==> src/rtl/sine_freq_meter.sv <==
// Sine frequency meter: finds rising zero crossings with hysteresis, sums the
// sample count over 2^LOG2_AVG periods, and divides 2^(32+LOG2_AVG) by that sum
// to recover the DDS phase step.
module sine_freq_meter #(
    parameter int HYST     = 256,
    parameter int CNT_W    = 24,
    parameter int LOG2_AVG = 2
) (
    input  logic        i_clk,
    input  logic        i_rst_n,
    input  logic [15:0] i_sample,
    input  logic        i_sample_valid,
    output logic [31:0] o_phase_step,
    output logic        o_phase_step_valid,
    output logic        o_locked,
    output logic        o_timeout
);

    localparam int SUM_W = CNT_W + LOG2_AVG;
    localparam int IDX_W = (LOG2_AVG > 0) ? LOG2_AVG : 1;
    localparam logic [IDX_W-1:0] IDX_LAST = IDX_W'((1 << LOG2_AVG) - 1);
    localparam logic [CNT_W-1:0] CNT_MAX  = '1;
    localparam logic [CNT_W-1:0] CNT_LAST = CNT_MAX - CNT_W'(1);
    localparam logic signed [16:0] NEG_HYST = 17'(-HYST);

    localparam logic [1:0] ST_SEEK  = 2'd0;
    localparam logic [1:0] ST_FIRST = 2'd1;
    localparam logic [1:0] ST_ACCUM = 2'd2;

    logic [1:0]       state_q, state_d;
    logic             arm_q, arm_d;
    logic [CNT_W-1:0] cnt_q, cnt_d;
    logic [SUM_W-1:0] sum_q, sum_d;
    logic [IDX_W-1:0] idx_q, idx_d;

    logic             busy_q, busy_d;
    logic [5:0]       iter_q, iter_d;
    logic [SUM_W-1:0] rem_q, rem_d;
    logic [31:0]      quot_q, quot_d;
    logic [SUM_W-1:0] div_q, div_d;
    logic             tmoSeen_q, tmoSeen_d;

    logic [31:0]      step_q, step_d;
    logic             stepValid_q, stepValid_d;
    logic             locked_q, locked_d;
    logic             timeout_q, timeout_d;

    logic signed [16:0] sampleExt;
    logic               belowArm;
    logic               crossing;
    logic               timeoutHit;
    logic               windowDone;
    logic               startDiv;
    logic [CNT_W-1:0]   period;
    logic [SUM_W-1:0]   windowSum;
    logic [SUM_W:0]     trial;
    logic [SUM_W:0]     trialDiff;
    logic               trialGe;

    assign sampleExt  = {i_sample[15], i_sample};
    assign belowArm   = sampleExt < NEG_HYST;
    assign crossing   = i_sample_valid && arm_q && !i_sample[15];
    // Timeout only matters once a measurement is in progress; while seeking the
    // counter just saturates so a dead input does not keep re-firing it.
    assign timeoutHit = i_sample_valid && !crossing && (state_q != ST_SEEK) && (cnt_q == CNT_LAST);
    assign period     = cnt_q + CNT_W'(1);
    assign windowSum  = sum_q + SUM_W'(period);
    assign windowDone = crossing && (state_q != ST_SEEK) && (idx_q == IDX_LAST);
    assign startDiv   = windowDone && !busy_q;
    assign trial      = {rem_q, 1'b0};
    assign trialGe    = trial >= {1'b0, div_q};
    assign trialDiff  = trial - {1'b0, div_q};

    // Crossing detector and per-period sample counter, frozen on invalid samples
    always_comb begin
        arm_d = arm_q;
        cnt_d = cnt_q;
        if (i_sample_valid) begin
            if (crossing || timeoutHit) begin
                arm_d = 1'b0;
                cnt_d = '0;
            end else begin
                if (belowArm) arm_d = 1'b1;
                if (cnt_q != CNT_MAX) cnt_d = cnt_q + CNT_W'(1);
            end
        end
    end

    // Measurement FSM: sums 2^LOG2_AVG periods, windows share boundary crossings
    always_comb begin
        state_d = state_q;
        sum_d   = sum_q;
        idx_d   = idx_q;
        if (timeoutHit) begin
            state_d = ST_SEEK;
            sum_d   = '0;
            idx_d   = '0;
        end else if (crossing) begin
            if (state_q == ST_SEEK) begin
                state_d = ST_FIRST;
                sum_d   = '0;
                idx_d   = '0;
            end else if (idx_q == IDX_LAST) begin
                state_d = ST_ACCUM;
                sum_d   = '0;
                idx_d   = '0;
            end else begin
                sum_d = windowSum;
                idx_d = idx_q + IDX_W'(1);
            end
        end
    end

    // Restoring divider (one quotient bit per cycle) and output registers
    always_comb begin
        busy_d      = busy_q;
        iter_d      = iter_q;
        rem_d       = rem_q;
        quot_d      = quot_q;
        div_d       = div_q;
        tmoSeen_d   = tmoSeen_q;
        step_d      = step_q;
        stepValid_d = 1'b0;
        locked_d    = locked_q;
        timeout_d   = timeoutHit;
        if (timeoutHit) begin
            locked_d  = 1'b0;
            tmoSeen_d = 1'b1;
        end
        if (busy_q) begin
            if (iter_q == 6'd32) begin
                busy_d      = 1'b0;
                step_d      = quot_q;
                stepValid_d = 1'b1;
                locked_d    = !(tmoSeen_q || timeoutHit);
            end else begin
                rem_d  = trialGe ? SUM_W'(trialDiff) : SUM_W'(trial);
                quot_d = {quot_q[30:0], trialGe};
                iter_d = iter_q + 6'd1;
            end
        end else if (startDiv) begin
            // The dividend's bits above the 32 quotient positions are just
            // 2^LOG2_AVG, always below the divisor, so they seed the remainder.
            busy_d    = 1'b1;
            iter_d    = '0;
            rem_d     = SUM_W'(1) << LOG2_AVG;
            quot_d    = '0;
            div_d     = windowSum;
            tmoSeen_d = 1'b0;
        end
    end

    // State registers; reset aborts any divide in flight
    always_ff @(posedge i_clk or negedge i_rst_n) begin
        if (!i_rst_n) begin
            state_q     <= ST_SEEK;
            arm_q       <= 1'b0;
            cnt_q       <= '0;
            sum_q       <= '0;
            idx_q       <= '0;
            busy_q      <= 1'b0;
            iter_q      <= '0;
            rem_q       <= '0;
            quot_q      <= '0;
            div_q       <= '0;
            tmoSeen_q   <= 1'b0;
            step_q      <= '0;
            stepValid_q <= 1'b0;
            locked_q    <= 1'b0;
            timeout_q   <= 1'b0;
        end else begin
            state_q     <= state_d;
            arm_q       <= arm_d;
            cnt_q       <= cnt_d;
            sum_q       <= sum_d;
            idx_q       <= idx_d;
            busy_q      <= busy_d;
            iter_q      <= iter_d;
            rem_q       <= rem_d;
            quot_q      <= quot_d;
            div_q       <= div_d;
            tmoSeen_q   <= tmoSeen_d;
            step_q      <= step_d;
            stepValid_q <= stepValid_d;
            locked_q    <= locked_d;
            timeout_q   <= timeout_d;
        end
    end

    assign o_phase_step       = step_q;
    assign o_phase_step_valid = stepValid_q;
    assign o_locked           = locked_q;
    assign o_timeout          = timeout_q;

endmodule

==> config.mk <==
export PLATFORM = sky130hd
export DESIGN_NAME = sine_freq_meter
export DESIGN_NICKNAME = d
export VERILOG_FILES = /design/src/rtl/sine_freq_meter.sv
export SDC_FILE = /design/constraint.sdc
export NUM_CORES = 1
export LEC_CHECK = 0
export ABC_AREA = 1
export CAP_MARGIN = 20
export CORE_ASPECT_RATIO = 0.7
export CORE_MARGIN = 3
export CORE_UTILIZATION = 50
export CTS_CLUSTER_DIAMETER = 50
export DETAILED_ROUTE_END_ITERATION = 8
export GPL_ROUTABILITY_DRIVEN = 0
export PLACE_DENSITY = 0.68
export REMOVE_ABC_BUFFERS = 1
export SYNTH_ARGS = -nofsm -noshare
export SYNTH_HDL_FRONTEND = slang
export SYNTH_SLANG_ARGS = --single-unit
==> constraint.sdc <==
create_clock -name i_clk -period 3.3 [get_ports i_clk]
set_input_delay 0.99 -clock i_clk [delete_from_list [all_inputs] [get_ports i_clk]]
set_output_delay 0.99 -clock i_clk [all_outputs]
set_load 0.005 [all_outputs]
==> results of run 1 <==
## how the worst min path moves through the flow
stage	from	end	slack, ns	cells after the start
6_report	div_q[24]	div_q[24]	0.48	2
5_1_grt	div_q[18]	div_q[18]	0.50	2
4_1_cts	div_q[24]	div_q[24]	0.49	2
3_5_place_dp	div_q[24]	div_q[24]	0.47	2
3_3_place_gp	quot_q[31]	quot_q[31]	0.46	2
2_1_floorplan	state_q[1]	state_q[1]	0.44	2
## repair_timing
action	in CTS	in global routing
gates resized for setup	0	9
setup endpoints to repair	0	15
setup buffers	0	10
## per-stage QoR
stage            TNS, ns  utilization (%)  area (um^2)  hold WS, ns
6_report               0            58.72        12960       0.4796
5_1_grt                0            58.72        12960       0.4993
4_1_cts                0            58.25        12860       0.4877
3_5_place_dp           0            55.56        12260       0.4712
3_3_place_gp           0            55.56        12260       0.4646
2_1_floorplan  -0.001332                -        11210       0.4426
## tightest hold or removal path, stage by stage, from the launching register on
cell,delay (ns)
dfrtp_1,0.34
nand2_1,0.05
nand2_1,0.05
## cell usage in the layout (no fill, tap or decap), types with 31 or more instances in the layout
master / netlist / layout
clkdlybuf4s50_1: 0 / 44
o21ai_0: 60 / 59
a21oi_1: 52 / 52
o21a_1: 31 / 31
inv_1: 237 / 237
ha_1: 57 / 55
nor2_1: 70 / 67
nand3_1: 106 / 106
o22ai_1: 34 / 34
nand2_1: 526 / 526
dfrtp_1: 182 / 182
## kinds of logic (layout without fill, tap and decap cells)
| group | Yosys count | after routing | synth area share [%] |
|---|---|---|---|
| simple gates | 788 | 788 | 29.68 |
| buf+inv | 282 | 350 | 10.13 |
| compound gates | 196 | 196 | 10.01 |
| flops | 182 | 182 | 39.76 |
| fa+ha+maj | 59 | 59 | 6.576 |
| xor+xnor | 49 | 49 | 3.747 |
| mux | 1 | 1 | 0.09831 |
## power by group through the flow
stage / clock [mW] / combinational [mW] / sequential [mW]
2_1_floorplan: 0 / 1.27 / 2.68
3_3_place_gp: 0 / 1.72 / 2.72
5_1_grt: 2.20 / 2.06 / 2.72
6_report: 2.09 / 1.81 / 2.69
3_5_place_dp: 0 / 1.77 / 2.72
4_1_cts: 2.12 / 1.78 / 2.69
## cells in the mapped netlist (2+ instances only)
library cell  instances  area share (%)
ha_1                 57             6.2
nor2_4                5            0.49
nand3b_1             12            0.79
o21ai_1               6            0.26
o21a_1               31             2.0
a21oi_1              52             2.3
nand2_1             526              17
buf_2                18            0.79
inv_1               237             7.8
a22o_1                3            0.23
o21ai_0              60             2.6
nor2_1               70             2.3
nand3_1             106             4.6
nor3_1               11            0.48
nand4_1              25             1.4
nor3_2                5            0.44
dfrtp_1             182              40
clkbuf_1             11            0.36
xor2_1               20             1.5
nand2_2              15            0.82
xnor2_1              29             2.2
nor2_2                2            0.11
nor4_1                3            0.16
fa_1                  2            0.35
buf_6                 9            0.88
inv_2                 6            0.20
o21bai_1              5            0.33
o22ai_1              34             1.9
nand2_4               2            0.20
## routing by layer
metal / up-vias / part of all wire [%]
met3: 30 / 7.2
met2: 294 / 41
met5: - / 0
li1: 5051 / -
met4: 0 / 1.3
met1: 4660 / 51
## layout make-up
| cell class | count | area [um^2] |
|---|---|---|
| Clock inverter | 14 | 155.1 |
| Multi-Input combinational cell | 1093 | 5777 |
| Sequential cell | 182 | 4554 |
| Clock buffer | 18 | 439.2 |
| Timing Repair Buffer | 75 | 742.0 |
| Tap cell | 305 | 381.6 |
| Fill cell | 2084 | 9110 |
| Inverter | 243 | 912.1 |
## state kept, by name (all words and copies together) (netlist names)
name	cells
arm_q	1
busy_q	1
cnt_q	24
div_q	26
idx_q	2
iter_q	6
o_locked	1
o_phase_step	32
o_phase_step_valid	1
o_timeout	1
quot_q	32
rem_q	26
state_q	2
sum_q	26
tmoSeen_q	1
==> metrics.md, run 1 <==
| Metric | Value |
|---|---|
| Status | `complete, no violations` |
| Switch share | `34.69%` |
| CP Capture Type | `flop` |
| Total CTS buffers | `17` |
| # Max-Cap Violations | `0` |
| Root buffer selected by CTS | `clkbuf_16` |
| Most numerous cell on the critical path | `nand2_1` |
| First-pass GRT wire length | `47170 um` |
| Min Clock Period, post-route | `3.061 ns` |
| Global route overflow | `0` |
| NumNets Final | `1690` |
| Sequential share of the synthesized area | `39.76%` |
| Synth warnings | `0` |
| Largest delay share family, worst path | `simple AND/OR/NAND/NOR gates` |
| Synth-to-Final Area Change | `13.16%` |
| Core area | `22070 um^2` |
| I/O Pins | `54` |
| Post-synth top flop | `dfrtp_1` |
| Starting Density | `51.89%` |
| Worst slack, placed | `0.1129 ns` |
| RSZ-0062 raised after global routing | `false` |
| Final Max Slew Viols | `0` |
| Hold_buf cts | `0` |
| Area of the die | `24790 um^2` |
| Max frequency | `326.7 MHz` |
| Crit path kind | `flop to flop` |
| Tcrit/Tclk final | `92.75%` |
| Row count | `45` |
| P per Cell Area | `508.2 nW/um^2` |
| ANT cells | `0` |
| Clock slew at reported path FFs | `0.08 ns` |
| Residual DRC count | `0` |
| Mapped cell area | `11450 um^2` |
| Total Wirelength | `28530 um` |
| Syn Area/Cell | `7.356 um^2` |
| DRT iter0 DRCs | `794` |
| Setup slack after layout | `0.2393 ns` |
| Die extent in x | `186.9 um` |
| Die Ht | `132.6 um` |
| Combinational fraction of design power | `27.4%` |
| Clock sink count | `182` |
| Worst r2r src | `cnt_q[1]` |
| Reg2reg path depth | `17` |
| Max incr delay on CP | `0.41 ns` |
| Seq cells post-synth | `182` |
| Post-synth EDFFs | `0` |
| CTS tree | `built` |
| Worst r2r dst | `div_q[20]` |
| Dpl hpwl | `21350 um` |
| WP buf/inv | `2` |
| Worst-path fanout max | `5` |
| Vias in the first global route | `9266` |
| Initial antenna violation count | `0` |
| Power Total | `6.588 mW` |
| Worst-Margin Slew | `0.8558 ns` |
| Vias/cell | `5.199` |
| P_sw | `2.285 mW` |
| Clock Tree Buf Depth | `2` |
| Pin count of the biggest net entering global routing | `63` |
| CP Launch Type | `flop` |
| Total Routing Usage GR | `23.32%` |
| Int Power | `4.302 mW` |
| Final Hold Fails | `0` |
| HP Class | `flop to flop` |
| Layout Cells excl Fill | `1930` |
| Dpl cells | `1888` |
| DR pass1 iterations | `7` |
| GR Layer Usage met1 | `35.59%` |
| Clock share of power | `31.7%` |
| Unique masters post-synth | `42` |
| Setup crit start | `cnt_q[1]` |
| Crit path cell chain | `ha_2, inv_1, nor2_4, nand4_4, nor2_8, nand2_1, xor2_1, ha_1, nand2_1, nor2_1, inv_1, nor2_2, nand4_1, nand3_1, nand2_1, nand3_1, o21ai_0` |
| Vias | `10040` |
| Clock skew | `0.01086 ns` |
| Grt met3 use | `5.217%` |
| Mapped Cells | `1557` |
| Met2 usage | `33.64%` |
| Antenna-violating nets left | `0` |
| Gr busiest metal | `met1` |
| Worst path required time | `3.61 ns` |
| Crit path DAT | `3.38 ns` |
| Relative slew margins | `42.81%` |
| Worst-skew pair later-pin latency | `0.44 ns` |
| Share of layout cells above drive strength 1 | `6.831%` |
| Crit path capture | `div_q[20]` |
| Asr flop ratio synth | `100.0%` |
| CP max stage cell | `dfrtp_1` |
| Worst reg2reg setup slack | `0.24 ns` |
| Routed wire per std cell | `14.78 um` |
| Crit. path cell count | `17` |
| Leak Pwr | `6.688 nW` |
| Max VDD drop | `0.4017 mV` |
| Sequential Power Share | `40.8%` |
| Final setup viols | `0` |
| Port bufs | `45` |
| CTS HTree Levels | `4` |
Note: power is estimated with default switching activity, not from simulation.
==> inputs of run 2 (changes only) <==
CORE_UTILIZATION = 55   (was 50)
PLACE_DENSITY = 0.74   (was 0.68)
==> metrics.md, run 2 (synthesis gave the netlist of run 1 again) <==
| Metric | Value |
|---|---|
| Clock sink count | `182` |
| Vias | `10050` |
| Final setup viols | `0` |
| Relative slew margins | `46.85%` |
| Clock slew at reported path FFs | `0.08 ns` |
| Leak Pwr | `6.623 nW` |
| Crit path DAT | `3.41 ns` |
| Min Clock Period, post-route | `3.105 ns` |
| Max frequency | `322.1 MHz` |
| HP Class | `flop to flop` |
| CTS tree | `built` |
| Final Max Slew Viols | `0` |
| CTS HTree Levels | `4` |
| Worst-skew pair later-pin latency | `0.43 ns` |
| Multi-input logic area | `5764 um^2` |
| Final Hold Fails | `0` |
| Die Ht | `126.7 um` |
| Tcrit/Tclk final | `94.08%` |
| CP Capture Type | `flop` |
| I/O Pins | `54` |
| # Max-Cap Violations | `0` |
| Clock Tree Buf Depth | `2` |
| Routed wire per std cell | `14.48 um` |
| Share of layout cells above drive strength 1 | `6.068%` |
| Max VDD drop | `0.3111 mV` |
| Dpl hpwl | `20740 um` |
| Crit path kind | `flop to flop` |
| Storage element area | `4554 um^2` |
| Commonest non-fill, non-tap cell in the layout | `nand2_1` |
| Total CTS buffers | `17` |
| Residual DRC count | `0` |
| Synth-to-Final Area Change | `11.66%` |
| Row count | `43` |
| Total negative slack | `0 ns` |
| Antenna-violating nets left | `0` |
| First-pass GRT wire length | `45220 um` |
| ANT cells | `0` |
| Hold_buf cts | `0` |
| CP Launch Type | `flop` |
| Total Wirelength | `27300 um` |
| NumNets Final | `1680` |
| Vias/cell | `5.334` |
| Initial antenna violation count | `0` |
| DRT iter0 DRCs | `947` |
| P per Cell Area | `508.1 nW/um^2` |
| Port bufs | `45` |
| Starting Density | `56.92%` |
| Total Routing Usage GR | `24.83%` |
| Status | `complete, no violations` |
| Area of the die | `22620 um^2` |
| Worst-Margin Slew | `0.7963 ns` |
| Worst path required time | `3.61 ns` |
| Final instance area | `12790 um^2` |
| Core area | `20120 um^2` |
| Filler cells | `1791` |
| Root buffer selected by CTS | `clkbuf_16` |
| Most frequent cells in the layout | `526 x nand2_1, 237 x inv_1, 182 x dfrtp_1` |
| Pin count of the biggest net entering global routing | `79` |
| DR pass1 iterations | `5` |
| Area after DPL | `12170 um^2` |
| RSZ-0062 raised after global routing | `false` |
| Global route overflow | `0` |
| Vias in the first global route | `9015` |
| Die extent in x | `178.5 um` |
| Worst-path fanout max | `5` |
| Clock skew | `0.01241 ns` |
run 2: cell types whose count changed in the layout (fill, tap and decap cells not counted), sizes merged:
cell      delta
clkinvlp     +1
buf         -10
bufinv       -1
run 2: repair_timing:
item	in CTS	in global routing
gates resized for setup	0	5
buffers inserted	0	1
setup endpoints to repair	0	13
run 2: final timing paths:
path / startpoint / endpoint / slack [ns] / cells after the start
worst max-delay path: cnt_q[0] / div_q[19] / 0.20 / 17
worst min register to register: div_q[23] / div_q[23] / 0.49 / 2
min in group asynchronous: i_rst_n / o_phase_step[2] / 0.56 / 1
worst min-delay path: div_q[23] / div_q[23] / 0.49 / 2
max in group asynchronous: i_rst_n / o_phase_step[14] / 1.93 / 2
worst max register to register: cnt_q[0] / div_q[19] / 0.20 / 17
run 2: final cells by class:
type	instances	share of cell area, %
tap	270	2.642
sequential	182	35.61
inverter	243	7.132
clock buffer	18	3.434
multi-input combinational	1093	45.07
timing repair buffer	65	4.921
clock inverter	14	1.184
run 2: metrics by stage:
stage                     util (%)  setup slack, ns  power (mW)  instances  hold slack (ns)
after CTS                    63.43          0.05710       6.533       1884           0.4877
after detailed placement     60.50           0.1314       4.483       1852           0.4641
after global placement       60.50           0.2268       4.425       1852           0.4663
final                        63.56           0.1952       6.498       1885           0.4880
after floorplan                  -        -0.001332       3.955       1518           0.4426
after global routing         63.56         0.008137       6.917       1885           0.5020
run 2: worst max-delay path, cell delays in order, from the launching register on:
cell     delay (ns)
dfrtp_1        0.39
inv_1          0.11
nor2_2         0.19
nand4_1        0.11
buf_4          0.18
nor3_4         0.18
nand2_1        0.10
xnor2_1        0.17
ha_1           0.37
nand2_1        0.12
nor2_1         0.15
inv_1          0.11
nor2_1         0.17
nand4_1        0.22
nand3_1        0.15
nand2_1        0.07
nand3_1        0.07
o21ai_0        0.08
run 2: metal layers:
layer,vias up,GRT usage (%),part of all wire (%)
met2,318,35.54,42
li1,5040,-,-
met5,-,0,0
met1,4673,38.97,50
met3,23,4.698,7.5
met4,0,5.403,0.95
run 2: report_power, final:
group / switching, mW / internal, mW
Sequential: 0.167 / 2.52
Clock: 1.00 / 1.03
Combinational: 1.10 / 0.666
Total: 2.28 / 4.22
==> RTL edit: new RTL, flow settings as in run 2 <==
Register the output `o_timeout` once more, without a reset; this adds one clock of latency there. The other outputs are not delayed to match.
--- a/src/rtl/sine_freq_meter.sv
+++ b/src/rtl/sine_freq_meter.sv
@@ -190,7 +190,9 @@
     assign o_phase_step       = step_q;
     assign o_phase_step_valid = stepValid_q;
     assign o_locked           = locked_q;
-    assign o_timeout          = timeout_q;
+    always_ff @(posedge i_clk) begin
+        o_timeout <= timeout_q;
+    end
 
 endmodule
 
Check against the original RTL: same outputs for any inputs over 10 cycles, from zero or initial values and one cycle with i_rst_n low; that may be too few to reach the edited logic, so the function may still have changed.
==> RTL edit against run 2 <==
First-iteration DRC count up 0.11%. Non-clock buffer count up 8. Worst setup slack worse by 100 ps. Sequential cell count up 1. Clock power up 2%. Routed wire length up 2.4%. Critical path type unchanged. Final area up 1.0%. Count of clock-buffer cells in the layout down 1. Power up 1.7%. Synthesized area up 0.17%.
==> RTL edit: results (changes against run 2) <==
stage;metric;value;unit;change
outcome;outcome;finished, final reports clean;;unchanged
power_and_ir_drop;peakVddDrop;343;uV;was 311 uV
synthesis;synthAdderAreaFrac;6.56;%;was 6.58%
synthesis;ys_seq_area_share;39.9;%;was 39.8%
clock_network;clk_latency;440;ps;
synthesis;async_reset_ff_share;99.5;%;was 100%
place;dp_hpwl;20.8;mm;was 20.7 mm
cells_and_area;drive_above_1_share;6.90;%;was 6.07%
cells_and_area;nets;1689;;was 1,680
timing;maxSlewHeadroom;51.2;%;was 46.9%
grt;grt_first_pass_wirelength;45.9;mm;was 45.2 mm
place;dpl_cell_area;0.0122;mm2;about the same
clock_network;htree_levels;4;;unchanged
hold_path;holdPathStages;0;;was 2
place;io_buffers;45;;unchanged
setup_path;rr_startpoint;cnt_q[2]$_DFFE_PN0P_;;was cnt_q[0]$_DFFE_PN0P_
timing;whs;344;ps;was 488 ps
synthesis;synth.area.top_cells;dfrtp_1, nand2_1, inv_1;;unchanged
clock_network;cts_max_path_buffers;2;;unchanged
synthesis;syn_avg_cell_area;7.36;um2;about the same
setup_path;reg2reg_depth;16;;was 17
timing;setup_tns;0;ps;unchanged
hold_path;worstHoldEndpoint;o_timeout$_DFF_P_;;was div_q[23]$_DFFE_PN0P_
drt;avgViaCountPerCell;5.38;;was 5.33
synthesis;synth-compound-area-share;9.99;%;was 10.0%
synthesis;yosysWarnings;0;;unchanged
place;pre_cts_ws;199;ps;was 131 ps
cells_and_area;final.fill_count;1824;;was 1,791
synthesis;synth_xor_area_share;3.74;%;was 3.75%
cells_and_area;fin_area;0.0129;mm2;was 0.0128 mm2
grt;grt_usage;25.3;%;was 24.8%
cells_and_area;fin_cells;1893;;was 1,885
power_and_ir_drop;leakagePower;0.00668;uW;was 0.00662 uW
power_and_ir_drop;power.internal;4310;uW;was 4220 uW
hold_path;worstHoldStart;timeout_q$_DFF_PN0_;;was div_q[23]$_DFFE_PN0P_
timing;fin_skew;12.0;ps;was 12.4 ps
synthesis;synthMuxAreaShare;0.0981;%;was 0.0983%
timing;fin_crit_sh;97.2;%;was 94.1%
drt;drtPass1Iterations;6;;was 5
setup_path;cp_slowest_stage_delay;410;ps;was 390 ps
setup_path;r2r_slack;90;ps;was 200 ps
setup_path;path_max_fanout;4;;was 5
setup_path;end_kind;flip-flop;;unchanged
clock_network;cts_root_buffer;clkbuf_16;;unchanged
drt;drt-initial-drc-count;948;;was 947
grt;antenna_found_initial;1;;was 0
synthesis;synth_common_cells;nand2_1, inv_1, dfrtp_1, nand3_1, nor2_1;;unchanged
grt;grt-ovfl-total;0;;unchanged
clock_network;numCtsBuffers;17;;unchanged
setup_path;worstPathArrival;3520;ps;was 3410 ps
setup_path;r2r_end;div_q[19]$_DFFE_PN0P_;;unchanged
cells_and_area;antennaDiodeCount;0;;unchanged
place;placed_cells;1857;;was 1,852
synthesis;yosysUniqueCellTypes;43;;was 42
grt;grt_max_degree;74;;was 79
grt;grt_pass1_vias;9141;;was 9,015
drt;wl_per_cell;14.8;um;was 14.5 um
==> RTL edit: changes by cell type in the layout (fill, tap and decap cells not counted), moves of 2 or more <==
cell	run 2	this run
nor2_2	3	6
nor2_1	68	64
clkinvlp_4	3	1
o21ai_0	59	57
o21ai_1	6	8
buf_4	18	25
nor3_2	5	8
nor3_1	10	8
==> RTL edit: cells by family after synthesis <==
family	count (synthesis)
simple gates	788
fa+ha+maj	59
compound gates	196
mux	1
xor+xnor	49
flops	183
buf+inv	282
==> RTL edit: area by class of cell <==
type / count / area share (%)
Clock inverter: 14 / 1.39
Sequential cell: 183 / 35.4
Tap cell: 270 / 2.61
Multi-Input combinational cell: 1093 / 44.8
Timing Repair Buffer: 73 / 5.43
Inverter: 243 / 7.06
Clock buffer: 17 / 3.29
==> RTL edit: metal layers <==
layer | global-route usage, % | up-vias | routed length (um)
li1 | - | 5053 | -
met2 | 36.7 | 380 | 11800
met5 | 0 | - | 11
met4 | 5.17 | 2 | 312
met3 | 4.46 | 30 | 2060
met1 | 39.6 | 4727 | 13800
==> RTL edit: power groups by stage <==
stage          sequential [uW]  clock [uW]  combinational, uW
6_report                  2700        2090               1820
3_3_place_gp              2730           0               1710
5_1_grt                   2730        2220               2050
3_5_place_dp              2730           0               1760
4_1_cts                   2700        2130               1780
2_1_floorplan             2700           0               1270
==> RTL edit: timing repair <==
item,CTS,global route
setup endpoints to repair,0,11
setup buffers,0,5
resized for setup,0,14
